**config.mk**
```make
export PLATFORM = sky130hd
export DESIGN_NAME = pipelined_add_flat
export DESIGN_NICKNAME = d
export VERILOG_FILES = /design/src/rtl/pipelined_add_if.sv /design/src/rtl/pipelined_add.sv /design/src/flat_wrapper.sv
export SDC_FILE = /design/constraint.sdc
export NUM_CORES = 1
export LEC_CHECK = 0
export BUFFER_PORTS_ARGS = -buffer_cell sky130_fd_sc_hd__buf_4
export CORE_AREA = 2 2 95 133
export CTS_BUF_LIST = sky130_fd_sc_hd__clkbuf_2
export DETAILED_ROUTE_END_ITERATION = 12
export DIE_AREA = 0 0 97 135
export PLACE_DENSITY = 0.83
export SKIP_CTS_REPAIR_TIMING = 1
export SLEW_MARGIN = 10
export SYNTH_ARGS = -nofsm -noshare
export SYNTH_HDL_FRONTEND = slang
export SYNTH_SLANG_ARGS = --single-unit
```
**constraint.sdc**
```tcl
create_clock -name clk -period 7.65 [get_ports clk]
set_input_delay 1.53 -clock clk [delete_from_list [all_inputs] [get_ports clk]]
set_output_delay 1.53 -clock clk [all_outputs]
set_load 0.005 [all_outputs]
```
**src/rtl/pipelined_add_if.sv**
```systemverilog
// pipelined_add_if
//   Handshake/data bundle for the pipelined add/subtract unit.
//   Request side : in_valid, in_ready, in1, in2, sub
//   Response side: out_valid, out_ready, out, carry, overflow, zero
//   Modports:
//     master - the producer/consumer around the unit (drives operands and out_ready)
//     slave  - the unit itself (drives in_ready and the result)
interface pipelined_add_if #(
    parameter int WIDTH = 32
);
    logic             in_valid;
    logic             in_ready;
    logic [WIDTH-1:0] in1;
    logic [WIDTH-1:0] in2;
    logic             sub;
    logic             out_valid;
    logic             out_ready;
    logic [WIDTH-1:0] out;
    logic             carry;
    logic             overflow;
    logic             zero;

    modport master (
        output in_valid, in1, in2, sub, out_ready,
        input  in_ready, out_valid, out, carry, overflow, zero
    );

    modport slave (
        input  in_valid, in1, in2, sub, out_ready,
        output in_ready, out_valid, out, carry, overflow, zero
    );
endinterface

```
**src/rtl/pipelined_add.sv**
```systemverilog
// pipelined_add
//   WIDTH-bit add/subtract split into STAGES carry-chained slices of
//   SW = WIDTH/STAGES bits, one slice resolved per pipeline stage, with an
//   elastic valid/ready pipeline (bubbles collapse, stalls hold outputs).
//   Ports:
//     clk    - rising-edge clock
//     rst_n  - asynchronous active-low reset, clears every stage valid bit
//     bus    - pipelined_add_if.slave: operands/mode in, result/flags out
//   Constraints: WIDTH >= 2, 1 <= STAGES <= WIDTH, WIDTH % STAGES == 0,
//   and bus WIDTH must equal WIDTH.
module pipelined_add #(
    parameter int WIDTH  = 32,
    parameter int STAGES = 4
) (
    input  logic           clk,
    input  logic           rst_n,
    pipelined_add_if.slave bus
);
    localparam int SW = WIDTH / STAGES;

    // One word holds both the finished result slices (0..k) and the still
    // pending A slices (k+1..), so each stage just overwrites its own slice.
    typedef struct packed {
        logic [WIDTH-1:0] w;   // result slices 0..k / operand A slices k+1..
        logic [WIDTH-1:0] b;   // operand B' (already inverted for sub)
        logic             c;   // carry into the next slice
        logic             sa;  // sign of A
        logic             sb;  // sign of B'
    } stage_t;

    logic   [STAGES-1:0] valid_q;
    logic   [STAGES-1:0] valid_d;
    logic   [STAGES-1:0] load;
    logic   [STAGES-1:0] src_v;
    stage_t              src     [STAGES];
    stage_t              stage_d [STAGES];
    stage_t              stage_q [STAGES];
    logic   [WIDTH-1:0]  b_eff;
    logic   [SW:0]       slice_sum;

    // A stage may load when it is empty or its content moves on this cycle;
    // evaluated from the output backwards so bubbles anywhere open the path.
    always_comb begin
        load = '0;
        load[STAGES-1] = !valid_q[STAGES-1] || bus.out_ready;
        for (int unsigned i = 1; i < STAGES; i++) begin
            load[STAGES-1-i] = load[STAGES-i] || !valid_q[STAGES-1-i];
        end
    end

    // Source of each stage: the operand port for stage 0, the previous
    // stage register otherwise. Subtraction feeds ~B with a carry-in of 1.
    always_comb begin
        b_eff    = bus.sub ? ~bus.in2 : bus.in2;
        src_v    = '0;
        src[0]   = '{w: bus.in1, b: b_eff, c: bus.sub,
                     sa: bus.in1[WIDTH-1], sb: b_eff[WIDTH-1]};
        src_v[0] = bus.in_valid;
        for (int unsigned k = 1; k < STAGES; k++) begin
            src[k]   = stage_q[k-1];
            src_v[k] = valid_q[k-1];
        end
    end

    always_comb begin
        slice_sum = '0;
        valid_d   = valid_q;
        for (int unsigned k = 0; k < STAGES; k++) begin
            if (load[k]) begin
                valid_d[k] = src_v[k];
            end
            stage_d[k] = src[k];
            slice_sum  = {1'b0, src[k].w[k*SW +: SW]}
                       + {1'b0, src[k].b[k*SW +: SW]}
                       + {{SW{1'b0}}, src[k].c};
            stage_d[k].w[k*SW +: SW] = slice_sum[SW-1:0];
            stage_d[k].c             = slice_sum[SW];
        end
    end

    always_ff @(posedge clk or negedge rst_n) begin
        if (!rst_n) begin
            valid_q <= '0;
        end else begin
            valid_q <= valid_d;
        end
    end

    // Data registers carry no reset; a bubble moving in leaves them as-is.
    always_ff @(posedge clk) begin
        for (int unsigned k = 0; k < STAGES; k++) begin
            if (load[k] && src_v[k]) begin
                stage_q[k] <= stage_d[k];
            end
        end
    end

    assign bus.in_ready  = load[0];
    assign bus.out_valid = valid_q[STAGES-1];
    assign bus.out       = stage_q[STAGES-1].w;
    assign bus.carry     = stage_q[STAGES-1].c;
    assign bus.zero      = (stage_q[STAGES-1].w == '0);
    assign bus.overflow  = (stage_q[STAGES-1].sa == stage_q[STAGES-1].sb)
                        && (stage_q[STAGES-1].w[WIDTH-1] != stage_q[STAGES-1].sa);
endmodule
```
**src/flat_wrapper.sv**
```systemverilog
// flat-port wrapper written by rule: the top's interface ports become plain ports
module pipelined_add_flat 
#(
    parameter int WIDTH  = 32,
    parameter int STAGES = 4
)
  (clk, rst_n, bus_in_valid, bus_in1, bus_in2, bus_sub, bus_out_ready, bus_in_ready, bus_out_valid, bus_out, bus_carry, bus_overflow, bus_zero);
  pipelined_add_if #(.WIDTH(WIDTH)) bus_i ();
  input  logic clk;
  input  logic rst_n;
  input wire logic [$bits(bus_i.in_valid)-1:0] bus_in_valid;
  input wire logic [$bits(bus_i.in1)-1:0] bus_in1;
  input wire logic [$bits(bus_i.in2)-1:0] bus_in2;
  input wire logic [$bits(bus_i.sub)-1:0] bus_sub;
  input wire logic [$bits(bus_i.out_ready)-1:0] bus_out_ready;
  output wire logic [$bits(bus_i.in_ready)-1:0] bus_in_ready;
  output wire logic [$bits(bus_i.out_valid)-1:0] bus_out_valid;
  output wire logic [$bits(bus_i.out)-1:0] bus_out;
  output wire logic [$bits(bus_i.carry)-1:0] bus_carry;
  output wire logic [$bits(bus_i.overflow)-1:0] bus_overflow;
  output wire logic [$bits(bus_i.zero)-1:0] bus_zero;
  assign bus_i.in_valid = bus_in_valid;
  assign bus_i.in1 = bus_in1;
  assign bus_i.in2 = bus_in2;
  assign bus_i.sub = bus_sub;
  assign bus_i.out_ready = bus_out_ready;
  assign bus_in_ready = bus_i.in_ready;
  assign bus_out_valid = bus_i.out_valid;
  assign bus_out = bus_i.out;
  assign bus_carry = bus_i.carry;
  assign bus_overflow = bus_i.overflow;
  assign bus_zero = bus_i.zero;
  pipelined_add #(.WIDTH(WIDTH), .STAGES(STAGES)) u_core (.clk(clk), .rst_n(rst_n), .bus(bus_i));
endmodule
```
Word level (Yosys, flattened, before mapping)
Memories as Yosys holds them, arrays and structs flattened.
Index checks and enable logic that the tools add are counted.

word-level totals
  memories = 1
  logic and storage cells = 39
  register bits after elaboration = 4
  output and inout bits = 37
  RAM bits = 268
  input port bits = 69

memories
  memory          words  bits a word  rd ports  clocked after Yosys merged registers in  wr ports  RTL line             RTL
  u_core.stage_q  4      67           4         0                                        4         pipelined_add.sv:37  stage_t stage_q [STAGES];

cells by class
  reductions and logical operators = 14
  equal/unequal tests = 2
  add/subtract/negate cells = 8
  bitwise logic cells = 1
  multiplexer cells = 9

operators by type and width
  kind                   number
  adder 8 x 8 -> 9 bit   4
  adder 9 x 1 -> 9 bit   4
  logical NOT 32 bit     1
  2-to-1 mux 32 bit      1
  inverter 32 bit        1
  2-to-1 mux 1 bit       8
  logical AND 1 bit      5
  logical NOT 1 bit      4
  logical OR 1 bit       4
  equality test 1 bit    1
  inequality test 1 bit  1

Depth between registers and ports, before layout
  depth after elaboration = 8
  depth in mapped cells = 9
  gate-level depth less buffers = 8

Worst setup path before layout
OpenSTA, ideal clock, no wires.

  path kind = input to register
  from = in bus_out_ready
  to = mem u_core.stage_q[3][1] (netlist bit), enable pin
  path slack = 4.033 ns
  data required time = 7.219 ns
  data arrival time = 3.186 ns
  path buffers = 0
  library setup time = 0.431 ns
  cell stages on the path = 2
  cell sequence = nor2b_1 > nor2b_1

RTL lines
  item             RTL line             RTL
  start, declared  flat_wrapper.sv:15   input wire logic [$bits(bus_i.out_ready)-1:0] bus_out_ready;
  end, declared    pipelined_add.sv:37

Worst setup path after layout
  from = in bus_out_ready
  to = out bus_in_ready

between the ends
  longest elaborated chain between the ends = 4

ends and longest elaborated chain
  item                           RTL line             RTL
  logical OR 1 bit               pipelined_add.sv:45  load[STAGES-1] = !valid_q[STAGES-1] || bus.out_ready;
  logical OR 1 bit (3 in a row)  pipelined_add.sv:47  load[STAGES-1-i] = load[STAGES-i] || !valid_q[STAGES-1-i];
  end, declared                  flat_wrapper.sv:16   output wire logic [$bits(bus_i.in_ready)-1:0] bus_in_ready;

No other way between the ends.

==> run metrics <==
CTS tree=yes; core region area=11,800 um^2; dpl hpwl=7340 um; Initial Util=63.3%; Post-Synth Simple-Gate Area=5.28%; Synth cell types=37; Post-synth ARST share=2.15%; synth cell count leaders=182 x edfxtp_1, 41 x xor2_1, 32 x buf_4; GPL Wtd Cong=0.761; Clock Skew=21.6 ps; die area=13,100 um^2; # fillers=751; CTS root buf=clkbuf_2; CTS Buffer Depth=2; endpoints failing setup=0; final wirelength=10,000 um; Fmax=262 MHz; Seq/Total Area, Yosys=74.3%; Total Power=2.17 mW; number of port buffers=105; initial antenna violation count=1; clk_lat worst skew=660 ps; largest net degree at the start of global routing=58; reg2reg setup slack=5130 ps; top post-synthesis cells by area=edfxtp_1 73%, xor2_1 4.8%, ha_1 4.7%; most used cell, CP=buf_4; adder-cell share of the synthesized area=6.55%; worst hold path depth=0; die width=97 um; EDFF count, synth=182; XOR/XNOR Fraction of Synth Area=6.43%; row count=47; P&R area growth vs syn=13.0%; cell accounting for the most synthesized area=edfxtp_1; synth warn=0; Worst path max stage delay=280 ps; post-synthesis mux area share=0.184%; slew margin rel.=30.3%; DR WL/cell=14.5 um; multi-input combinational cell area=1620 um^2; Num CTS Buffers=17; DRT antenna net count=0; Avg Inst Size Synth=17.1 um^2; htree depth=4; largest family of logic cells by synthesized area=adder cells; layout cells sized above 1=27.2%; Static Leak=3.22 nW; vias in the first global route=3,567; status=finished, final reports clean; drt pass-1 iters=5; WS Path Type=in -> out; Iter 0 DRT Violations=208; worst-path cell chain=buf_4, nor2b_1, nand4_1, buf_4; post-synth top area share=73.0%; vias per cell=5.23; Seq. cell area=5570 um^2; first-pass GRT wire length=16,200 um; DR DRC count=0; crit share post-route=49.8%; final hold violations=0; CP Max Fanout=5; Netlist Area Pre-Place=7490 um^2; via count=3,602; R2R Path Start=u_core.stage_q[0][2]; CP required=6120 ps; Synth Area in Compound Gates=3.13%; Critical-path top delay cell=nor2b_1; final net count=632; WP data arrival=2280 ps; #FFs+latches synth=186; Hold Crit Endpoint=u_core.stage_q[2][33]; worst-case vdd ir drop=0.144 mV; synthesized instance count=438; count leader, synth=edfxtp_1; Worst R2R Path Depth=7; Setup TNS Final=0 ps; Top-Level Pins=106; Tot GR Track Use=16.0%; min Tclk post-route=3810 ps; CTS Sinks=186; crit path capture type=output pin; Layout Utilization=71.6%; Critical Path Start Type=primary input; Worst Tran Pin Value=1050 ps; Hold Path Class=reg -> reg; Slew Viols, Final=0; Post-Syn Nets=542; reg2reg end=u_core.stage_q[1][2]; Top FF cell, synth=edfxtp_1; unrepaired setup endpoints after global routing=false; clock slew at reported path FFs=240 ps; global route total overflow=0; Max-cap violations=0; P per Cell Area=256 nW/um^2; Die Y=135 um; min-delay src=u_core.stage_q[1][33]
## layer usage
metal | track usage [%] | part of all wire (%)
met5 | 0 | 0
met4 | 6.96 | 1.2
met2 | 27.9 | 54
met1 | 19.1 | 41
met3 | 3.88 | 4.6
## flip-flops by register name (all words and copies together), names as in the netlist
register        cells
u_core.stage_q    182
u_core.valid_q      4
## metrics by stage
step                instances  area, um^2  hold slack (ps)  worst slack (ps)
global route              689        8460              433              3790
CTS                       688        8460              430              3840
finish                    689        8460              432              3840
global placement          656        8220              401              3880
floorplan                 438        7490              400              4030
detailed placement        656        8220              405              3850
## layout make-up
| type | instances | area share [%] |
|---|---|---|
| clock buffer | 19 | 1.12 |
| antenna | 1 | 0.0296 |
| clock inverter | 13 | 1.72 |
| timing repair buffer | 107 | 9.49 |
| tap | 147 | 2.17 |
| sequential | 186 | 65.8 |
| multi-input combinational | 204 | 19.2 |
| inverter | 12 | 0.532 |
## critical path: cells and delay by family
family	cells	cell delay [ps]
and+or+nand+nor	2	470
buffers and inverters	2	280
## layout by cell type, fill, tap and decap left out, types with 5 or more instances in the layout
master    netlist  final
a21oi_1        10     10
nor2_1         16     16
xor2_1         41     41
fa_1            7      7
o21ai_0         5      5
nor3_1          9      9
clkbuf_2        1     19
nand2_1        13     13
xnor2_1        14     14
buf_4          32    107
ha_1           28     28
inv_1          12     12
nand3_1         9      9
clkinv_4        0      5
nor4_1         10     10
edfxtp_1      182    182
## report_power, final
group	total (mW)	switching, mW	internal [mW]
registers	1.37	0.0510	1.31
logic	0.340	0.178	0.162
clock network	0.461	0.304	0.157
total	2.17	0.534	1.63
## cell families (layout without fill, tap and decap cells)
group,Yosys count,in the layout
AOI/OAI and AO/OA,35,35
xor gates and xnor gates,55,55
adders and majority gates,35,35
buffers and inverters,48,151
DFF,186,186
muxes,1,1
other,0,1
and+or+nand+nor,78,78
## worst max path at each step
stage	startpoint	end	slack (ps)	cells after the start
after floorplan	bus_out_ready	u_core.stage_q[3][1]	4030	2
after global placement	bus_out_ready	bus_in_ready	3880	4
after detailed placement	bus_out_ready	bus_in_ready	3850	4
after CTS	bus_out_ready	bus_in_ready	3840	4
after global routing	bus_out_ready	bus_in_ready	3790	4
final	bus_out_ready	bus_in_ready	3840	4
Note: power is estimated with default switching activity, not from simulation.
